**config.mk**
```make
export PLATFORM = sky130hd
export DESIGN_NAME = csr_unit
export DESIGN_NICKNAME = d
export VERILOG_FILES = /design/src/rtl/csr_unit.sv
export SDC_FILE = /design/constraint.sdc
export NUM_CORES = 1
export LEC_CHECK = 0
export ABC_AREA = 1
export CAP_MARGIN = 20
export CELL_PAD_IN_SITES_DETAIL_PLACEMENT = 2
export CELL_PAD_IN_SITES_GLOBAL_PLACEMENT = 2
export CORE_MARGIN = 2
export CORE_UTILIZATION = 35
export CTS_BUF_LIST = sky130_fd_sc_hd__clkbuf_2 sky130_fd_sc_hd__clkbuf_4 sky130_fd_sc_hd__clkbuf_8
export CTS_CLUSTER_DIAMETER = 40
export DETAILED_ROUTE_END_ITERATION = 8
export DONT_BUFFER_PORTS = 1
export PLACE_DENSITY_LB_ADDON = 0.2
export SETUP_SLACK_MARGIN = 0.5
export SYNTH_ARGS = -nofsm -noshare
export SYNTH_HDL_FRONTEND = slang
export SYNTH_SLANG_ARGS = --single-unit
export TNS_END_PERCENT = 1
```
**constraint.sdc**
```tcl
create_clock -name clk_i -period 2.28 [get_ports clk_i]
set_input_delay 0.456 -clock clk_i [delete_from_list [all_inputs] [get_ports clk_i]]
set_output_delay 0.456 -clock clk_i [all_outputs]
set_load 0.01 [all_outputs]
```
**src/rtl/csr_unit.sv**
```systemverilog
// Machine-mode CSR file for a single-hart core: CSR read/modify/write, trap entry/MRET
// redirect sequencing, and the 64-bit cycle/instret counters.
module csr_unit #(
    parameter logic [31:0]       MTVEC_RESET = 32'h0000_0100,
    parameter logic [31:0]       HART_ID     = 32'h0000_0000,
    localparam int unsigned      DATA_W      = 32
) (
    input  logic              clk_i,
    input  logic              rst_i,
    input  logic              csr_req_i,
    input  logic [1:0]        csr_op_i,
    input  logic [11:0]       csr_addr_i,
    input  logic [DATA_W-1:0] csr_wdata_i,
    output logic [DATA_W-1:0] csr_rdata_o,
    output logic              csr_ack_o,
    output logic              csr_illegal_o,
    input  logic              trap_i,
    input  logic [DATA_W-1:0] trap_cause_i,
    input  logic [DATA_W-1:0] trap_pc_i,
    input  logic              mret_i,
    input  logic              retire_i,
    output logic              redirect_valid_o,
    output logic [DATA_W-1:0] redirect_pc_o,
    output logic              mie_o
);

    localparam logic [11:0] ADDR_MSTATUS   = 12'h300;
    localparam logic [11:0] ADDR_MISA      = 12'h301;
    localparam logic [11:0] ADDR_MTVEC     = 12'h305;
    localparam logic [11:0] ADDR_MSCRATCH  = 12'h340;
    localparam logic [11:0] ADDR_MEPC      = 12'h341;
    localparam logic [11:0] ADDR_MCAUSE    = 12'h342;
    localparam logic [11:0] ADDR_MCYCLE    = 12'hB00;
    localparam logic [11:0] ADDR_MINSTRET  = 12'hB02;
    localparam logic [11:0] ADDR_MCYCLEH   = 12'hB80;
    localparam logic [11:0] ADDR_MINSTRETH = 12'hB82;
    localparam logic [11:0] ADDR_MHARTID   = 12'hF14;
    localparam logic [DATA_W-1:0] MISA_VAL = 32'h4000_1100;
    localparam logic [DATA_W-1:0] ALIGN_MASK = ~32'h0000_0003;

    typedef enum logic {
        S_IDLE,
        S_REDIRECT
    } state_e;

    state_e            state_q, state_d;
    logic              mie_q, mie_d, mpie_q, mpie_d;
    logic [DATA_W-1:0] mtvec_q, mtvec_d, mscratch_q, mscratch_d;
    logic [DATA_W-1:0] mepc_q, mepc_d, mcause_q, mcause_d;
    logic [DATA_W-1:0] redir_pc_q, redir_pc_d;
    logic [63:0]       mcycle_q, mcycle_d, minstret_q, minstret_d;

    logic              take_trap, take_mret, ack_c, do_write;
    logic              is_write, known, read_only, illegal;
    logic [DATA_W-1:0] old_val, new_val;

    // Address decode, legality and the read-modify-write operand
    always_comb begin
        is_write  = (csr_op_i == 2'b01) || ((csr_op_i[1] == 1'b1) && (csr_wdata_i != '0));
        known     = 1'b1;
        read_only = 1'b0;
        old_val   = '0;
        case (csr_addr_i)
            ADDR_MSTATUS:   old_val = {19'b0, 2'b11, 3'b0, mpie_q, 3'b0, mie_q, 3'b0};
            ADDR_MISA:      begin old_val = MISA_VAL; read_only = 1'b1; end
            ADDR_MTVEC:     old_val = mtvec_q;
            ADDR_MSCRATCH:  old_val = mscratch_q;
            ADDR_MEPC:      old_val = mepc_q;
            ADDR_MCAUSE:    old_val = mcause_q;
            ADDR_MCYCLE:    old_val = mcycle_q[31:0];
            ADDR_MINSTRET:  old_val = minstret_q[31:0];
            ADDR_MCYCLEH:   old_val = mcycle_q[63:32];
            ADDR_MINSTRETH: old_val = minstret_q[63:32];
            ADDR_MHARTID:   begin old_val = HART_ID; read_only = 1'b1; end
            default:        known = 1'b0;
        endcase
        illegal = !known || (is_write && (read_only || (csr_addr_i[11:10] == 2'b11)));
        csr_rdata_o = illegal ? '0 : old_val;
        case (csr_op_i)
            2'b01:   new_val = csr_wdata_i;
            2'b10:   new_val = old_val | csr_wdata_i;
            2'b11:   new_val = old_val & ~csr_wdata_i;
            default: new_val = old_val;
        endcase
    end

    // Sequencer: trap beats MRET beats CSR access; REDIRECT blocks everything for one cycle
    always_comb begin
        state_d   = state_q;
        ack_c     = 1'b0;
        take_trap = 1'b0;
        take_mret = 1'b0;
        case (state_q)
            S_IDLE: begin
                ack_c = csr_req_i && !trap_i && !mret_i;
                if (trap_i) begin
                    take_trap = 1'b1;
                    state_d   = S_REDIRECT;
                end else if (mret_i) begin
                    take_mret = 1'b1;
                    state_d   = S_REDIRECT;
                end
            end
            S_REDIRECT: state_d = S_IDLE;
            default:    state_d = S_IDLE;
        endcase
    end

    assign csr_ack_o        = ack_c && !rst_i;
    assign csr_illegal_o    = csr_ack_o && illegal;
    assign do_write         = csr_ack_o && !illegal && is_write;
    assign redirect_valid_o = (state_q == S_REDIRECT);
    assign redirect_pc_o    = (state_q == S_REDIRECT) ? redir_pc_q : '0;
    assign mie_o            = mie_q;

    // Next-state values of the architectural registers
    always_comb begin
        mie_d      = mie_q;
        mpie_d     = mpie_q;
        mtvec_d    = mtvec_q;
        mscratch_d = mscratch_q;
        mepc_d     = mepc_q;
        mcause_d   = mcause_q;
        redir_pc_d = redir_pc_q;
        mcycle_d   = mcycle_q + 64'd1;
        minstret_d = retire_i ? (minstret_q + 64'd1) : minstret_q;
        if (take_trap) begin
            mepc_d     = trap_pc_i & ALIGN_MASK;
            mcause_d   = trap_cause_i;
            mpie_d     = mie_q;
            mie_d      = 1'b0;
            redir_pc_d = mtvec_q;
        end else if (take_mret) begin
            mie_d      = mpie_q;
            mpie_d     = 1'b1;
            redir_pc_d = mepc_q;
        end
        if (do_write) begin
            case (csr_addr_i)
                ADDR_MSTATUS:   begin mie_d = new_val[3]; mpie_d = new_val[7]; end
                ADDR_MTVEC:     mtvec_d = new_val & ALIGN_MASK;
                ADDR_MSCRATCH:  mscratch_d = new_val;
                ADDR_MEPC:      mepc_d = new_val & ALIGN_MASK;
                ADDR_MCAUSE:    mcause_d = new_val;
                ADDR_MCYCLE:    mcycle_d = {mcycle_q[63:32], new_val};
                ADDR_MCYCLEH:   mcycle_d = {new_val, mcycle_q[31:0]};
                ADDR_MINSTRET:  minstret_d = {minstret_q[63:32], new_val};
                ADDR_MINSTRETH: minstret_d = {new_val, minstret_q[31:0]};
                default:        ;
            endcase
        end
    end

    always_ff @(posedge clk_i) begin
        if (rst_i) begin
            state_q    <= S_IDLE;
            mie_q      <= 1'b0;
            mpie_q     <= 1'b0;
            mtvec_q    <= MTVEC_RESET & ALIGN_MASK;
            mscratch_q <= '0;
            mepc_q     <= '0;
            mcause_q   <= '0;
            redir_pc_q <= '0;
            mcycle_q   <= '0;
            minstret_q <= '0;
        end else begin
            state_q    <= state_d;
            mie_q      <= mie_d;
            mpie_q     <= mpie_d;
            mtvec_q    <= mtvec_d;
            mscratch_q <= mscratch_d;
            mepc_q     <= mepc_d;
            mcause_q   <= mcause_d;
            redir_pc_q <= redir_pc_d;
            mcycle_q   <= mcycle_d;
            minstret_q <= minstret_d;
        end
    end

endmodule

```
==> results of run 1 <==
## stage by stage
step	setup slack (ps)	instance area, sq um	setup TNS [ps]
floorplan	229	21000	0
global placement	-613	26600	-76090
## cells by family after synthesis
kind of cell / Yosys count / share of synthesized area
AO/OA/AOI/OAI: 546 / 0.143
XOR/XNOR: 68 / 0.0286
adder cells (fa/ha/maj): 2 / 0.00120
buffers and inverters: 605 / 0.118
flip-flops: 289 / 0.278
AND/OR/NAND/NOR: 2050 / 0.432
## cells in the mapped netlist (all sizes together), types with 8 or more instances
library cell	instances	area share
nor2	417	0.082
o211ai	8	0.0029
a21oi	187	0.045
nor4	16	0.0048
o21ai	251	0.060
o2111ai	10	0.0042
o22ai	22	0.0066
xor2	66	0.028
nor3	102	0.025
clkbuf	74	0.013
o211a	11	0.0053
a31oi	32	0.0096
nand3	310	0.078
buf	100	0.027
nand2	1090	0.20
nand3b	11	0.0040
o21a	8	0.0029
nand4	69	0.023
dfxtp	289	0.28
inv	429	0.077
nor3b	27	0.015
==> impl_metrics.json, run 1 <==
{
  "die_h_um": 248,
  "synthFlopType": "dfxtp_1",
  "synth_nets": 3678,
  "ys_seq_elements": 289,
  "status": "stopped before the end",
  "ios": 184,
  "synth_edf_count": 0,
  "avgSynthCellArea_sq_um": 5.85,
  "ys.warnings.count": 0,
  "port_buffers": 0,
  "syn-instance-count": 3560,
  "synth_cell_type_count": 50,
  "gp_congestion": 1.06,
  "hpwlAfterDp_um": 124000,
  "rows": 89,
  "ys_seq_area_frac": 0.278,
  "error_line": "[ERROR DPL-0033] detailed placement checks failed during check placement.",
  "syn_area_sq_mm": 0.0208,
  "die_w_um": 248,
  "async_reset_ff_frac": 0,
  "initial_core_util": 0.354,
  "stop_stage": "3_5_place_dp"
}
==> inputs of run 2 (changes only) <==
==> config.mk (replaced) <==
export PLATFORM = sky130hd
export DESIGN_NAME = csr_unit
export DESIGN_NICKNAME = d
export VERILOG_FILES = /design/src/rtl/csr_unit.sv
export SDC_FILE = /design/constraint.sdc
export NUM_CORES = 1
export LEC_CHECK = 0
export ABC_AREA = 1
export CAP_MARGIN = 20
export CORE_MARGIN = 2
export CORE_UTILIZATION = 35
export DETAILED_ROUTE_END_ITERATION = 8
export DONT_BUFFER_PORTS = 1
export PLACE_DENSITY_LB_ADDON = 0.15
export SYNTH_ARGS = -nofsm -noshare
export SYNTH_HDL_FRONTEND = slang
export SYNTH_SLANG_ARGS = --single-unit
export TNS_END_PERCENT = 1
==> run 2 against run 1 <==
Compared with the run above:
- the flow now finishes, with violations (setup timing)
- area after synthesis unchanged
- synthesized cell count unchanged
==> impl_metrics.json, run 2 <==
{
  "setup_viol": 37,
  "hpwlAfterDp_um": 91300,
  "vias": 26600,
  "slew-limit-headroom": 0.482,
  "core_area_sq_mm": 0.0589,
  "cts_tree": "done",
  "clk_path_buf_depth": 3,
  "final_cell_mix": "1,049 x nand2_1, 492 x buf_4, 400 x inv_1, 349 x nor2_1, 291 x nand3_1",
  "fin_crit_ps": 2540,
  "cts.clk_slew.worst_paths_ps": 60,
  "synth_cell_type_count": 50,
  "powerDensity_mw_per_mm2": 469,
  "rsz0062_at_grt": "yes",
  "utilization": 0.482,
  "synthFlopType": "dfxtp_1",
  "placedCellCount": 4712,
  "drc_errors": 0,
  "skew_ps": 28.3,
  "ys.warnings.count": 0,
  "grt_max_degree": 120,
  "port_buffers": 0,
  "maxCapViolCount": 0,
  "gp_congestion": 1.02,
  "nets": 4132,
  "drtAntennaViolNets": 0,
  "synth_top_area_share": 0.278,
  "crit_family": "simple AND/OR/NAND/NOR gates",
  "first_global_vias": 23800,
  "routedWlPerCell_um": 24.4,
  "top_regs": "mcycle_q (64), minstret_q (64)",
  "drv_slew": 0,
  "cp_max_fo": 5,
  "yosysMostFrequentCell": "nand2_1",
  "dr.pass1.iters": 8,
  "antenna_found_initial": 11,
  "ys_seq_elements": 289,
  "die_w_um": 248,
  "crit_path_top_delay_cell": "o211ai_1",
  "rows": 89,
  "async_reset_ff_frac": 0,
  "fmax_ghz": 0.393,
  "die_h_um": 248,
  "critPathRequiredTime_ps": 1820,
  "synth_edf_count": 0,
  "worst_setup_path_end_kind": "output port",
  "initial_core_util": 0.354,
  "crit_buf_inv": 2,
  "instances_no_fill": 4817,
  "avgSynthCellArea_sq_um": 5.85,
  "groute.usage.overall": 0.373,
  "synth_nets": 3678,
  "finalPower_uw": 13300,
  "final_common_cell": "nand2_1",
  "synth_common_cells": "1,079 x nand2_1, 413 x inv_1, 387 x nor2_1",
  "status": "finished, violations left",
  "hold_path.class": "in -> reg",
  "critical_path.max_stage_delay_ps": 370,
  "finalCritPeriodShare": 1.12,
  "drt-initial-drc-count": 3234,
  "synth_top_area_cell": "dfxtp_1",
  "cts_max_level": 2,
  "failed_checks": "setup timing",
  "cp.arrival_ps": 2090,
  "cts_root_buf": "clkbuf_16",
  "cts_made_buffers": 38,
  "worst_slew_pin_slew_ps": 777,
  "cellLeakagePower_uw": 0.0131,
  "grt_pass1_wl_um": 166000,
  "clk_latency_ps": 590,
  "vias_per_cell": 5.53,
  "final_hold_viol_count": 0,
  "clock-sinks": 289,
  "startpoint_type": "primary input",
  "ios": 184,
  "fin_ws_ps": -265,
  "path_cells": "nor2_4 -> nand2_4 -> nor2_4 -> nand2_4 -> buf_12 -> o211ai_1 -> nor2_1 -> a21oi_2 -> buf_4",
  "syn_area_sq_mm": 0.0208,
  "dp_slack_ps": -483,
  "drive_above_1_share": 0.222,
  "die_area_sq_mm": 0.0615,
  "area_growth_syn_to_layout_pct": 36.2,
  "peakVddDrop_v": 0.000467,
  "fill_cells": 6265,
  "critical_path_class": "in -> out",
  "synthTopCellsByArea": "dfxtp_1 28%, nand2_1 19%, inv_1 7.4%",
  "ys_seq_area_frac": 0.278,
  "syn-instance-count": 3560,
  "grt_overflow": 0,
  "routed_wl_um": 118000
}
[run 2: cell counts after synthesis]
No cell type changed its count.
[run 2: cell type report]
class / count / area (sq um) / share of cell area
diodes: 3 / 7.51 / 0.000265
inverters: 431 / 1630 / 0.0576
flip-flops and latches: 289 / 5800 / 0.204
clock inverters: 20 / 262 / 0.00922
repair buffers: 588 / 5370 / 0.189
well taps: 773 / 967 / 0.0341
multi-input cells: 2666 / 13300 / 0.468
clock buffers: 47 / 1060 / 0.0372
[run 2: worst paths after layout]
kind                       start               to  slack [ps]  cells past startpoint
setup / recovery   csr_addr_i[1]  csr_rdata_o[12]        -260                      9
hold / removal             rst_i     mcycle_q[19]          30                      3
setup reg to reg   minstret_q[5]    minstret_q[5]           0                     17
hold reg to reg   mscratch_q[18]   mscratch_q[18]         460                      2
[run 2: power breakdown]
| part | switching [uW] | internal (uW) | total, uW |
|---|---|---|---|
| clock network | 2670 | 3870 | 6540 |
| registers | 88.3 | 5180 | 5270 |
| logic | 953 | 553 | 1510 |
[run 2: repair_timing]
action,4_1_cts,5_1_grt
setup endpoints to repair,45,124
hold buffers,3,0
gates resized for setup,146,82
hold endpoints to repair,18,0
pin swaps,30,22
buffers inserted,25,8
cloned,0,0
[run 2: metal layers]
metal  track usage  part of all wire  wire length [um]  vias up
met1         0.512              0.41             48800    12400
met2         0.540              0.41             48100     1455
met3        0.0808              0.11             13500      308
met5             0           0.00052                61        -
met4         0.200             0.061              7180       10
li1              -                 -                 -    12400
[run 2: cells by family (layout without fill, tap and decap cells)]
group	count (synthesis)	in the layout	synth area share
simple gates	2050	2050	0.432
buf+inv	605	1086	0.118
compound gates	546	546	0.143
flops	289	289	0.278
xor+xnor	68	68	0.0286
fa+ha+maj	2	2	0.00120
other cells	0	3	0
[run 2: worst register-to-register path: cells and delay by family, from the launching register on]
kind	cells	cell delay, ps
AO/OA/AOI/OAI	2	130
buffers and inverters	7	980
flip-flops	1	340
AND/OR/NAND/NOR	8	740
[run 2: per-stage QoR]
| stage | instance area (sq um) | hold slack [ps] | TNS, ps |
|---|---|---|---|
| 2_1_floorplan | 20800 | 430 | 0 |
| 3_3_place_gp | 25900 | 447 | -68520 |
| 3_5_place_dp | 25900 | 450 | -72690 |
| 4_1_cts | 28000 | 5.89 | -3330 |
| 5_1_grt | 28400 | 16.9 | -6080 |
| 6_report | 28400 | 28.7 | -3880 |
No activity file was read; power rests on OpenSTA's default activity.
==> inputs of run 3 (changes only) <==
==> constraint.sdc (replaced) <==
create_clock -name clk_i -period 2.1 [get_ports clk_i]
set_input_delay 0.42 -clock clk_i [delete_from_list [all_inputs] [get_ports clk_i]]
set_output_delay 0.42 -clock clk_i [all_outputs]
set_load 0.01 [all_outputs]
==> run 3 against run 2 <==
Compared with the run above:
- the run still ends with setup timing left
- routed wire length rose by 5.9%
- setup slack got worse by 68 ps
- first-iteration DRC count rose by 3.4%
- cell area rose by 8.7%
- non-clock buffer count rose by 171
- critical path depth rose by 2
- sequential power rose by 8.5%
- cell count rose by 3.7%
==> impl_metrics.json, run 3 (synthesized netlist as in run 2, its figures left out) <==
{
  "fmax_ghz": 0.411,
  "critPathRequiredTime_ps": 1680,
  "switching_power_uw": 4080,
  "die_w_um": 248,
  "switching_share": 0.279,
  "worst_slew_pin_slew_ps": 1000,
  "instances_no_fill": 4994,
  "critical_path_class": "in -> out",
  "multi_input_area_sq_mm": 0.0140,
  "min_path_cells": 3,
  "dr.pass1.iters": 7,
  "dp_slack_ps": -708,
  "cts_tree": "done",
  "utilization": 0.524,
  "seqCellArea_sq_mm": 0.00584,
  "drc_errors": 0,
  "grt_overflow": 0,
  "initial_core_util": 0.354,
  "groute.usage.overall": 0.391,
  "routed_wl_um": 125000,
  "setup_viol": 72,
  "worstRegToRegCells": 17,
  "hold_path.class": "in -> reg",
  "hpwlAfterDp_um": 95900,
  "startpoint_type": "primary input",
  "critical_path.max_stage_delay_ps": 300,
  "final_cell_mix": "1,017 x nand2_1, 611 x buf_4, 377 x inv_1, 313 x nor2_1, 282 x nand3_1",
  "cp_max_fo": 8,
  "final_area_sq_mm": 0.0309,
  "grt_max_degree": 136,
  "antenna_found_initial": 8,
  "vias_per_cell": 5.58,
  "nets": 4305,
  "placedCellCount": 4846,
  "cp.arrival_ps": 2010,
  "clk_path_buf_depth": 3,
  "drv_slew": 0,
  "rsz0062_at_grt": "yes",
  "first_global_vias": 25300,
  "cts_made_buffers": 40,
  "vias": 27900,
  "fin_ws_ps": -333,
  "die_area_sq_mm": 0.0615,
  "p_int_uw": 10500,
  "final_common_cell": "nand2_1",
  "port_buffers": 0,
  "final_hold_viol_count": 0,
  "drtAntennaViolNets": 0,
  "core_area_sq_mm": 0.0589,
  "fin_crit_ps": 2430,
  "worst_setup_path_end_kind": "output port",
  "cts.clk_slew.worst_paths_ps": 60,
  "p_seq_frac": 0.392,
  "gp_congestion": 1.07,
  "drive_above_1_share": 0.292,
  "p_clk_frac": 0.492,
  "slew-limit-headroom": 0.329,
  "top_regs": "mcycle_q (64), minstret_q (64)",
  "fill_cells": 6027,
  "grt_pass1_wl_um": 174000,
  "cellLeakagePower_uw": 0.0142,
  "clock-sinks": 289,
  "fin_setup_tns_ps": -9360,
  "combinationalPowerShare": 0.117,
  "area_growth_syn_to_layout_pct": 48.1,
  "failed_checks": "setup timing",
  "clk_latency_ps": 600,
  "place_area_sq_mm": 0.0271,
  "path_cells": "inv_2 -> nand2_4 -> nor2_4 -> buf_6 -> nand3_2 -> buf_6 -> buf_4 -> nor2_4 -> nor2_2 -> o211ai_1 -> buf_4",
  "crit_path_top_delay_cell": "o211ai_1",
  "powerDensity_mw_per_mm2": 474,
  "finalCritPeriodShare": 1.16,
  "peakVddDrop_v": 0.000521,
  "maxCapViolCount": 0,
  "cts_max_level": 2,
  "die_h_um": 248,
  "rows": 89,
  "skew_ps": 23.3,
  "cts_root_buf": "clkbuf_16",
  "routedWlPerCell_um": 25.0,
  "drt-initial-drc-count": 3344,
  "status": "finished, violations left",
  "ios": 184
}
-- run 3: power groups by stage --
stage / Sequential, uW / Combinational [uW] / Clock (uW)
3_3_place_gp: 5830 / 1520 / 0
2_1_floorplan: 5800 / 739 / 0
4_1_cts: 5720 / 1570 / 7240
6_report: 5720 / 1700 / 7190
3_5_place_dp: 5840 / 1510 / 0
5_1_grt: 5730 / 1780 / 7450
-- run 3: layout make-up --
cell class / count / area share
clock buffers: 55 / 0.0369
diodes: 6 / 0.000487
clock inverters: 15 / 0.00625
repair buffers: 759 / 0.226
inverters: 431 / 0.0550
well taps: 773 / 0.0314
multi-input cells: 2666 / 0.455
flip-flops and latches: 289 / 0.189
-- run 3: critical path, delay by kind of cell --
kind	cells	cell delay (ps)
AO/OA/AOI/OAI	1	300
AND/OR/NAND/NOR	5	540
buffers and inverters	5	770
-- run 3: what timing repair did --
action                     4_1_cts  5_1_grt
pin swaps                       60       47
gates resized for setup        338      193
setup endpoints to repair      277      185
hold endpoints to repair        83       12
gates cloned                     3        0
setup buffers                   49       17
hold buffers                     3        5
-- run 3: through the flow --
step | power, uW | hold slack [ps]
3_5_place_dp | 7350 | 451
2_1_floorplan | 6540 | 430
5_1_grt | 15000 | 3.56
3_3_place_gp | 7350 | 452
4_1_cts | 14500 | -76.7
6_report | 14600 | 2.26
-- run 3: worst paths after layout --
check                       from             end  slack [ps]
setup reg to reg    mcycle_q[28]  minstret_q[28]        -130
setup / recovery   csr_addr_i[0]  csr_rdata_o[1]        -330
hold reg to reg   mscratch_q[18]  mscratch_q[18]         470
hold / removal             rst_i    mcycle_q[47]           2
-- run 3: metal layers --
layer | wire length (um) | part of all wire | track usage | vias to the layer above
met2 | 51000 | 0.41 | 0.573 | 1709
met1 | 50200 | 0.40 | 0.534 | 13100
li1 | - | - | - | 12800
met3 | 15500 | 0.12 | 0.0909 | 332
met5 | 42 | 0.00034 | 0 | -
met4 | 7890 | 0.063 | 0.197 | 6
